$ cat config.mk
export PLATFORM = sky130hd
export DESIGN_NAME = serial_adder_ctrl
export DESIGN_NICKNAME = d
export VERILOG_FILES = /design/src/rtl/serial_adder_ctrl.sv
export SDC_FILE = /design/constraint.sdc
export NUM_CORES = 1
export LEC_CHECK = 0
export CORE_UTILIZATION = 25
export DETAILED_ROUTE_END_ITERATION = 8
export HOLD_SLACK_MARGIN = 0.06
export SETUP_SLACK_MARGIN = 0.02
export SYNTH_ARGS = -nofsm -noshare
export SYNTH_HDL_FRONTEND = slang
export SYNTH_SLANG_ARGS = --single-unit
export TNS_END_PERCENT = 20
$ cat constraint.sdc
create_clock -name clk -period 3.1 [get_ports clk]
set_input_delay 0.465 -clock clk [delete_from_list [all_inputs] [get_ports clk]]
set_output_delay 0.465 -clock clk [all_outputs]
set_load 0.05 [all_outputs]
$ cat src/rtl/serial_adder_ctrl.sv
// -----------------------------------------------------------------------------
// serial_adder_ctrl
//
// Multi-cycle WIDTH-bit adder/subtractor built around one 2-bit adder slice.
// Operands are latched in IDLE. RUN then processes one 2-bit digit per cycle,
// least-significant digit first, and chains the carry between digits. The
// finished result is held in DONE until the consumer accepts it.
//
// Ports:
//   clk        rising-edge clock
//   rst        synchronous, active-high reset
//   in_valid   operand request valid
//   in_ready   block can accept operands (state == IDLE)
//   a, b       WIDTH-bit operands
//   sub        0 = a + b, 1 = a - b
//   out_valid  result valid (state == DONE)
//   out_ready  consumer accepts result
//   result     sum or difference, modulo 2^WIDTH
//   carry_out  final carry; on subtract, 1 = no borrow (a >= b unsigned)
//   overflow   signed two's-complement overflow
// -----------------------------------------------------------------------------
module serial_adder_ctrl #(
  parameter int WIDTH = 8
) (
  input  logic             clk,
  input  logic             rst,
  input  logic             in_valid,
  output logic             in_ready,
  input  logic [WIDTH-1:0] a,
  input  logic [WIDTH-1:0] b,
  input  logic             sub,
  output logic             out_valid,
  input  logic             out_ready,
  output logic [WIDTH-1:0] result,
  output logic             carry_out,
  output logic             overflow
);

  localparam int DIGITS = WIDTH / 2;
  localparam int CW     = (DIGITS > 1) ? $clog2(DIGITS) : 1;
  localparam logic [CW-1:0] LAST_DIGIT = CW'(DIGITS - 1);

  generate
    if (WIDTH < 2 || (WIDTH % 2) != 0) begin : g_bad_width
      $error("serial_adder_ctrl: WIDTH must be even and >= 2");
    end
  endgenerate

  typedef enum logic [1:0] {
    IDLE = 2'd0,
    RUN  = 2'd1,
    DONE = 2'd2
  } state_t;

  state_t          state;
  state_t          state_next;
  logic [CW-1:0]   cnt;
  logic            carry_q;
  logic [WIDTH-1:0] a_q;
  logic [WIDTH-1:0] b_q;   // already inverted for subtract

  // Digit slice: pick digit cnt of each operand and add with the chained carry.
  logic [WIDTH-1:0] a_sh;
  logic [WIDTH-1:0] b_sh;
  logic [1:0]       sum_dig;
  logic             carry_dig;

  assign a_sh = a_q >> {cnt, 1'b0};
  assign b_sh = b_q >> {cnt, 1'b0};
  assign {carry_dig, sum_dig} = 3'(a_sh[1:0]) + 3'(b_sh[1:0]) + 3'(carry_q);

  // Handshake flags decode registered state only, so neither has a
  // combinational path from any input.
  assign in_ready  = (state == IDLE);
  assign out_valid = (state == DONE);

  // NOTE: sequential state is always written with <= so every flop samples
  // the pre-edge value of its sources, independent of block ordering.
  always_ff @(posedge clk) begin
    if (rst) state <= IDLE;
    else     state <= state_next;
  end

  // NOTE: the default assignment first means every path assigns state_next,
  // so no latch can be inferred.
  always_comb begin
    state_next = state;
    unique case (state)
      IDLE:    if (in_valid)               state_next = RUN;
      RUN:     if (cnt == LAST_DIGIT)      state_next = DONE;
      DONE:    if (out_ready)              state_next = IDLE;
      default:                             state_next = IDLE;
    endcase
  end

  // NOTE: operand copies carry no reset. They are always loaded before being
  // read, so a reset would only add fan-out on rst.
  always_ff @(posedge clk) begin
    if (state == IDLE && in_valid) begin
      a_q <= a;
      b_q <= sub ? ~b : b;
    end
  end

  // Digit counter, carry chain and result registers.
  always_ff @(posedge clk) begin
    if (rst) begin
      cnt       <= '0;
      carry_q   <= 1'b0;
      result    <= '0;
      carry_out <= 1'b0;
      overflow  <= 1'b0;
    end else begin
      unique case (state)
        IDLE: begin
          if (in_valid) begin
            // Subtract is a + ~b + 1: the +1 enters as the initial carry.
            carry_q <= sub;
            cnt     <= '0;
          end
        end
        RUN: begin
          for (int i = 0; i < DIGITS; i++) begin
            if (cnt == CW'(i)) result[2*i +: 2] <= sum_dig;
          end
          carry_q <= carry_dig;
          if (cnt == LAST_DIGIT) begin
            carry_out <= carry_dig;
            // Overflow: operand signs agree but the result sign differs.
            overflow  <= (a_q[WIDTH-1] == b_q[WIDTH-1]) &&
                         (sum_dig[1] != a_q[WIDTH-1]);
          end else begin
            cnt <= cnt + 1'b1;
          end
        end
        default: ;  // DONE holds every output stable under backpressure
      endcase
    end
  end

endmodule

==> metrics.txt, run 1 <==
skew final=0.004191 ns; DP Area=1759 µm²; headroom to the max-slew limit=roughly three fifths; kind of critical path=reg -> reg; Seq. cell area=780.7 µm²; Placed Instances=203; First DRT Iteration DRCs=45; # IOs=33; Cell Area, Synth=about 1400 µm²; Multi-input gate area=approximately 520 µm²; worst slack, placed=about 0.51 ns; post-synth cell types=27; DR DRC count=0; ratio of final minimum period to clock period=between 80 and 90%; status=finished, final reports clean; minimum hold slack=approximately 0.5 ns; VDD IR max=0.0001698 V; FP Rows=26; Total Die Area=approximately 5800 µm²; post-route cell area=1841 µm²; Port Buffers=32; Post-Route WL=2.480 mm; Die Width=~76 µm; core area=5205 µm²; Die H=76.44 µm; clock sink count=31; total global-route track usage=9.105%; FFs w/ async S/R, synth=0%; YS warnings=0; starting density of the core=between 20% and 30%; initial antenna violation count=0; Clk Latency, worst-skew pair=0.28 ns; Setup TNS Final=0 ns; EDFF count, synth=16; CP max-delay cell=dfxtp_1; crit-path cells=mux4_2 -> inv_1 -> fa_1 -> fa_1 -> or3_1 -> a311oi_1; ant diodes=0; hold_buf cts=0; CP dominant cell by count=fa_1; sequential share of the synthesized area=56.37%; synth top area cells=edfxtp_1, dfxtp_1, mux4_2, xor2_1, a311oi_1; Fillers=530; H-tree depth=2; syn_nets=about 130; Worst Hold Class=reg -> reg; kind of start point of the critical path=register; CTS Buf Count=5; max cap viols=0; routed vias=891; CTS tree=yes; # nets final=167; # Post-CTS Setup Buffers=0; Antenna Nets Post-Route=0; Layout Cells excl Fill=211; worst slew pin tran=roughly 0.59 ns; Main synth FF type=edfxtp_1; RSZ-0062 raised after global routing=no; P per Cell Area=between 500 and 600 nW/µm²; cell count after synthesis=106; CP max stage delay=0.56 ns; Area growth, synth to finish=32.88%; Synth top area share=34.69%; drt pass-1 iters=4; Yosys top cell by area=edfxtp_1; root buffer cell=clkbuf_8; largest net degree at the start of global routing=18; CP Data Required Time=3.29 ns; Critical Path Sink Type=register; Hold Violations, Final=0; Final setup viols=0; flop and latch count out of synthesis=31; PostCTS Resize Cnt=0; CTS Buffer Depth=2; GPL Wtd Cong=0.7562; min Tclk post-route=between 2 and 3 ns; number of global-route vias before repair=836; Fmax=0.3879 GHz; Post-DP HPWL=1.894 mm; Max FO, Critical Path=8; fraction of layout cells with a size suffix above 1=roughly an eighth; Avg Cell Area, Syn=13.07 µm²; FF-to-FF setup slack=about 0.52 ns; Data arrival, critical path=2.76 ns; Avg WL per Cell=around 12 µm; first-pass GRT wire length=a little under 4 mm; Worst-path clk slew=around 0.06 ns; Slew Limit Fails=0; GRT overflow=0; Leakage=0.6399 nW; vias per cell=4.223; Final WS setup=0.5221 ns
cell usage in the layout, fill, tap and decap left out, types with 2 or more instances in the layout:
master,n
nor2_1,7
fa_1,2
xor2_1,8
inv_1,9
nand3_1,5
a211oi_1,3
nor3_1,2
edfxtp_1,16
clkinv_2,2
clkbuf_8,5
dfxtp_1,15
a21oi_1,7
mux4_2,4
ha_1,4
a21oi_2,2
a311oi_1,7
clkdlybuf4s50_1,32
flip-flops by register name, indices dropped and copies added (netlist names):
| signal | count |
|---|---|
| a_q | 8 |
| state | 2 |
| overflow | 1 |
| carry_out | 1 |
| b_q | 8 |
| cnt | 2 |
| carry_q | 1 |
| result | 8 |
cells by family after synthesis:
kind of cell	count (synthesis)	synth area share, %
DFF	31	56.37
xor gates and xnor gates	8	5.059
muxes	5	7.227
buffers and inverters	16	5.780
and+or+nand+nor	20	8.131
adders and majority gates	6	6.504
AOI/OAI and AO/OA	20	10.93
power breakdown:
part	leakage, nW	internal, W	total (W)	switching [W]
logic	0.323	0.0000758	0.000160	0.0000838
clock network	0.0426	0.000154	0.000296	0.000142
registers	0.275	0.000459	0.000473	0.0000145
area by class of cell:
type	count	area share (%)
flip-flops and latches	31	42.42
multi-input cells	59	28.48
repair buffers	33	17.81
well taps	70	4.759
clock buffers	6	3.943
inverters	10	2.107
clock inverters	2	0.4759
worst paths after layout:
check                               start         to  cells after the start
worst max-delay path               cnt[0]   overflow                      6
worst min-delay path            result[6]  result[6]                      2
worst max register to register     cnt[0]   overflow                      6
worst min register to register  result[6]  result[6]                      2
metal layers:
layer	part of all wire (%)	up-vias	track usage, %	wire length (µm)
li1	-	452	-	-
met1	47	403	11.01	1154
met2	45	32	13.60	1115
met3	6.9	4	4.072	170
met4	1.6	0	4.615	40
met5	0	-	0	0
metrics by stage:
stage          utilization (%)   power, W
4_1_cts                  35.36  0.0009415
2_1_floorplan                -  0.0005856
3_5_place_dp             33.80  0.0006433
3_3_place_gp             33.80  0.0006385
6_report                 35.36  0.0009289
5_1_grt                  35.36  0.0009739
Yosys cell counts (all sizes together) (2+ instances only):
| cell | instances |
|---|---|
| nor2 | 7 |
| nand3 | 5 |
| a311oi | 7 |
| edfxtp | 16 |
| a21oi | 9 |
| inv | 9 |
| xor2 | 8 |
| a211oi | 3 |
| fa | 2 |
| nor3 | 2 |
| or3b | 2 |
| ha | 4 |
| mux4 | 4 |
| dfxtp | 15 |
| buf | 5 |
worst max-delay path: cells and delay by family (launching register included):
kind / cells / cell delay, ns
adders and majority gates: 2 / 0.69
buffers and inverters: 1 / 0.08
muxes: 1 / 0.55
and+or+nand+nor: 1 / 0.34
DFF: 1 / 0.56
AOI/OAI and AO/OA: 1 / 0.26
Power figures use the tool's default switching activity.
==> run 2: changes to the inputs <==
Clock period 3.1 ns to 2.2 ns, I/O delays scaled along.
==> metrics.txt, run 2 (synthesis gave the netlist of run 1 again) <==
root buffer cell=clkbuf_8 (unchanged); ratio of final minimum period to clock period=101.3% (was 83.16%); Clk Latency, worst-skew pair=0.27 ns (was 0.28 ns); total global-route track usage=10.72% (was 9.105%); skew final=0.004878 ns (was 0.004191 ns); Die Width=76.44 µm (unchanged); GRT overflow=0 (unchanged); routed vias=940 (was 891); Leakage=0.6581 nW (was 0.6399 nW); failing checks=setup timing; Slew Limit Fails=0 (unchanged); Max FO, Critical Path=4 (was 8); CP Data Required Time=2.38 ns (was 3.29 ns); RSZ-0062 raised after global routing=yes (was no); Bufs and invs on worst path=1 (unchanged); Final setup viols=1 (was 0); number of global-route vias before repair=1056 (was 836); CTS Buffer Depth=2 (unchanged); P per Cell Area=708.5 nW/µm² (was 504.7 nW/µm²); Final WS setup=-0.02766 ns (was 0.5221 ns); fraction of layout cells with a size suffix above 1=17.93% (was 12.77%); Hold Violations, Final=0 (unchanged); Regs by FF count=a_q x8, b_q x8, result x8 (unchanged); # IOs=33 (unchanged); CTS tree=yes (unchanged); Area growth, synth to finish=35.50% (was 32.88%); FP Rows=26 (unchanged); Total Die Area=5842 µm² (unchanged); # Post-CTS Setup Buffers=0 (unchanged); starting density of the core=26.61% (unchanged); ant diodes=0 (unchanged); worst slew pin tran=0.6175 ns (was 0.5872 ns); Die H=76.44 µm (unchanged); clock sink count=31 (unchanged); headroom to the max-slew limit=58.70% (was 60.73%); most frequent cells in the layout=clkdlybuf4s50_1, edfxtp_1, dfxtp_1 (unchanged); GPL Wtd Cong=0.7492 (was 0.7562); Avg WL per Cell=12.58 µm (was 11.75 µm); core area=5205 µm² (unchanged); initial antenna violation count=0 (unchanged); Port Buffers=32 (unchanged); kind of critical path=reg -> reg (unchanged); VDD IR max=0.0002972 V (was 0.0001698 V); H-tree depth=2 (unchanged); crit-path cells=mux4_2 -> inv_2 -> fa_2 -> fa_1 -> or3_1 -> a311oi_1 (was mux4_2 -> inv_1 -> fa_1 -> fa_1 -> or3_1 -> a311oi_1); largest net degree at the start of global routing=18 (unchanged); Worst-path clk slew=0.06 ns (about the same); CTS Buf Count=5 (unchanged); CP max stage delay=0.51 ns (was 0.56 ns); DP Area=1793 µm² (was 1759 µm²); Critical Path Sink Type=register (unchanged); DR DRC count=0 (unchanged); First DRT Iteration DRCs=47 (was 45); first-pass GRT wire length=4.857 mm (was 3.939 mm); commonest non-fill, non-tap cell in the layout=clkdlybuf4s50_1 (unchanged); fin util=36.06% (was 35.36%); hold_buf cts=0 (unchanged); post-route cell area=1877 µm² (was 1841 µm²); Antenna Nets Post-Route=0 (unchanged); vias per cell=4.372 (was 4.223); CP max-delay cell=mux4_2 (was dfxtp_1); drt pass-1 iters=4 (unchanged); FF-to-FF setup slack=-0.03 ns (was 0.52 ns); max cap viols=0 (unchanged); Pwr Total=0.001330 W (was 0.0009289 W); Fmax=0.4489 GHz (was 0.3879 GHz); kind of start point of the critical path=register (unchanged); Post-Route WL=2.705 mm (was 2.480 mm); Worst Hold Class=reg -> reg (unchanged); # nets final=171 (was 167); Post-DP HPWL=2.103 mm (was 1.894 mm); min Tclk post-route=2.228 ns (was 2.578 ns); Data arrival, critical path=2.40 ns (was 2.76 ns); status=finished with violations (was finished, final reports clean); CP delay by family, top=adder cells (unchanged)
-- run 2: cell types whose count changed in the layout (fill, tap and decap cells not counted), sizes merged --
cell / before / now
clkbuf: 6 / 7
clkinv: 3 / 2
buf: 1 / 5
-- run 2: stage by stage --
step	worst slack, ns	hold slack (ns)	TNS, ns	instances
floorplan	-0.1148	0.3989	-0.1148	106
global placement	0.01033	0.4872	0	207
detailed placement	-0.07590	0.4949	-0.07590	207
CTS	-0.04633	0.5029	-0.04633	215
global route	-0.1142	0.5504	-0.1532	215
finish	-0.02766	0.5013	-0.02766	215
-- run 2: area by class of cell --
| type | count | area, µm² |
|---|---|---|
| Clock buffer | 7 | 76.32 |
| Clock inverter | 1 | 5.005 |
| Fill cell | 524 | 3328 |
| Inverter | 10 | 38.79 |
| Multi-Input combinational cell | 59 | 526.8 |
| Sequential cell | 31 | 784.5 |
| Tap cell | 70 | 87.58 |
| Timing Repair Buffer | 37 | 357.8 |
-- run 2: power by group --
part	switching [W]	internal [W]	leakage, nW	total [W]
Sequential	0.0000175	0.000647	0.275	0.000664
Clock	0.000194	0.000221	0.0422	0.000415
Combinational	0.000131	0.000120	0.341	0.000251
Total	0.000342	0.000988	0.658	0.00133
-- run 2: per-layer routing --
metal  vias to the layer above  wire [µm]  track usage (%)
li1                        459          -                -
met1                       441       1243            13.04
met2                        36       1311            17.75
met5                         -          0                0
met4                         0         31            3.269
met3                         4        118            3.713
-- run 2: what timing repair did --
action,in CTS,in global routing
resized for setup,2,0
pin swaps,3,1
setup endpoints to repair,1,3
-- run 2: final timing paths --
path	start	cells past startpoint	to
worst max-delay path	cnt[0]	6	overflow
worst min register to register	result[6]	2	result[6]
worst min-delay path	result[6]	2	result[6]
worst max register to register	cnt[0]	6	overflow
-- run 2: tightest hold or removal path: stages, from the launching register on --
cell      delay [ns]
dfxtp_1         0.31
nor2_1          0.10
a211oi_1        0.05
==> run 3: changes to the inputs <==
Settings changed: CTS_CLUSTER_DIAMETER set to 100.
==> results of run 3 <==
Same layout as run 2: the final DEF is identical, and so are final timing and power.
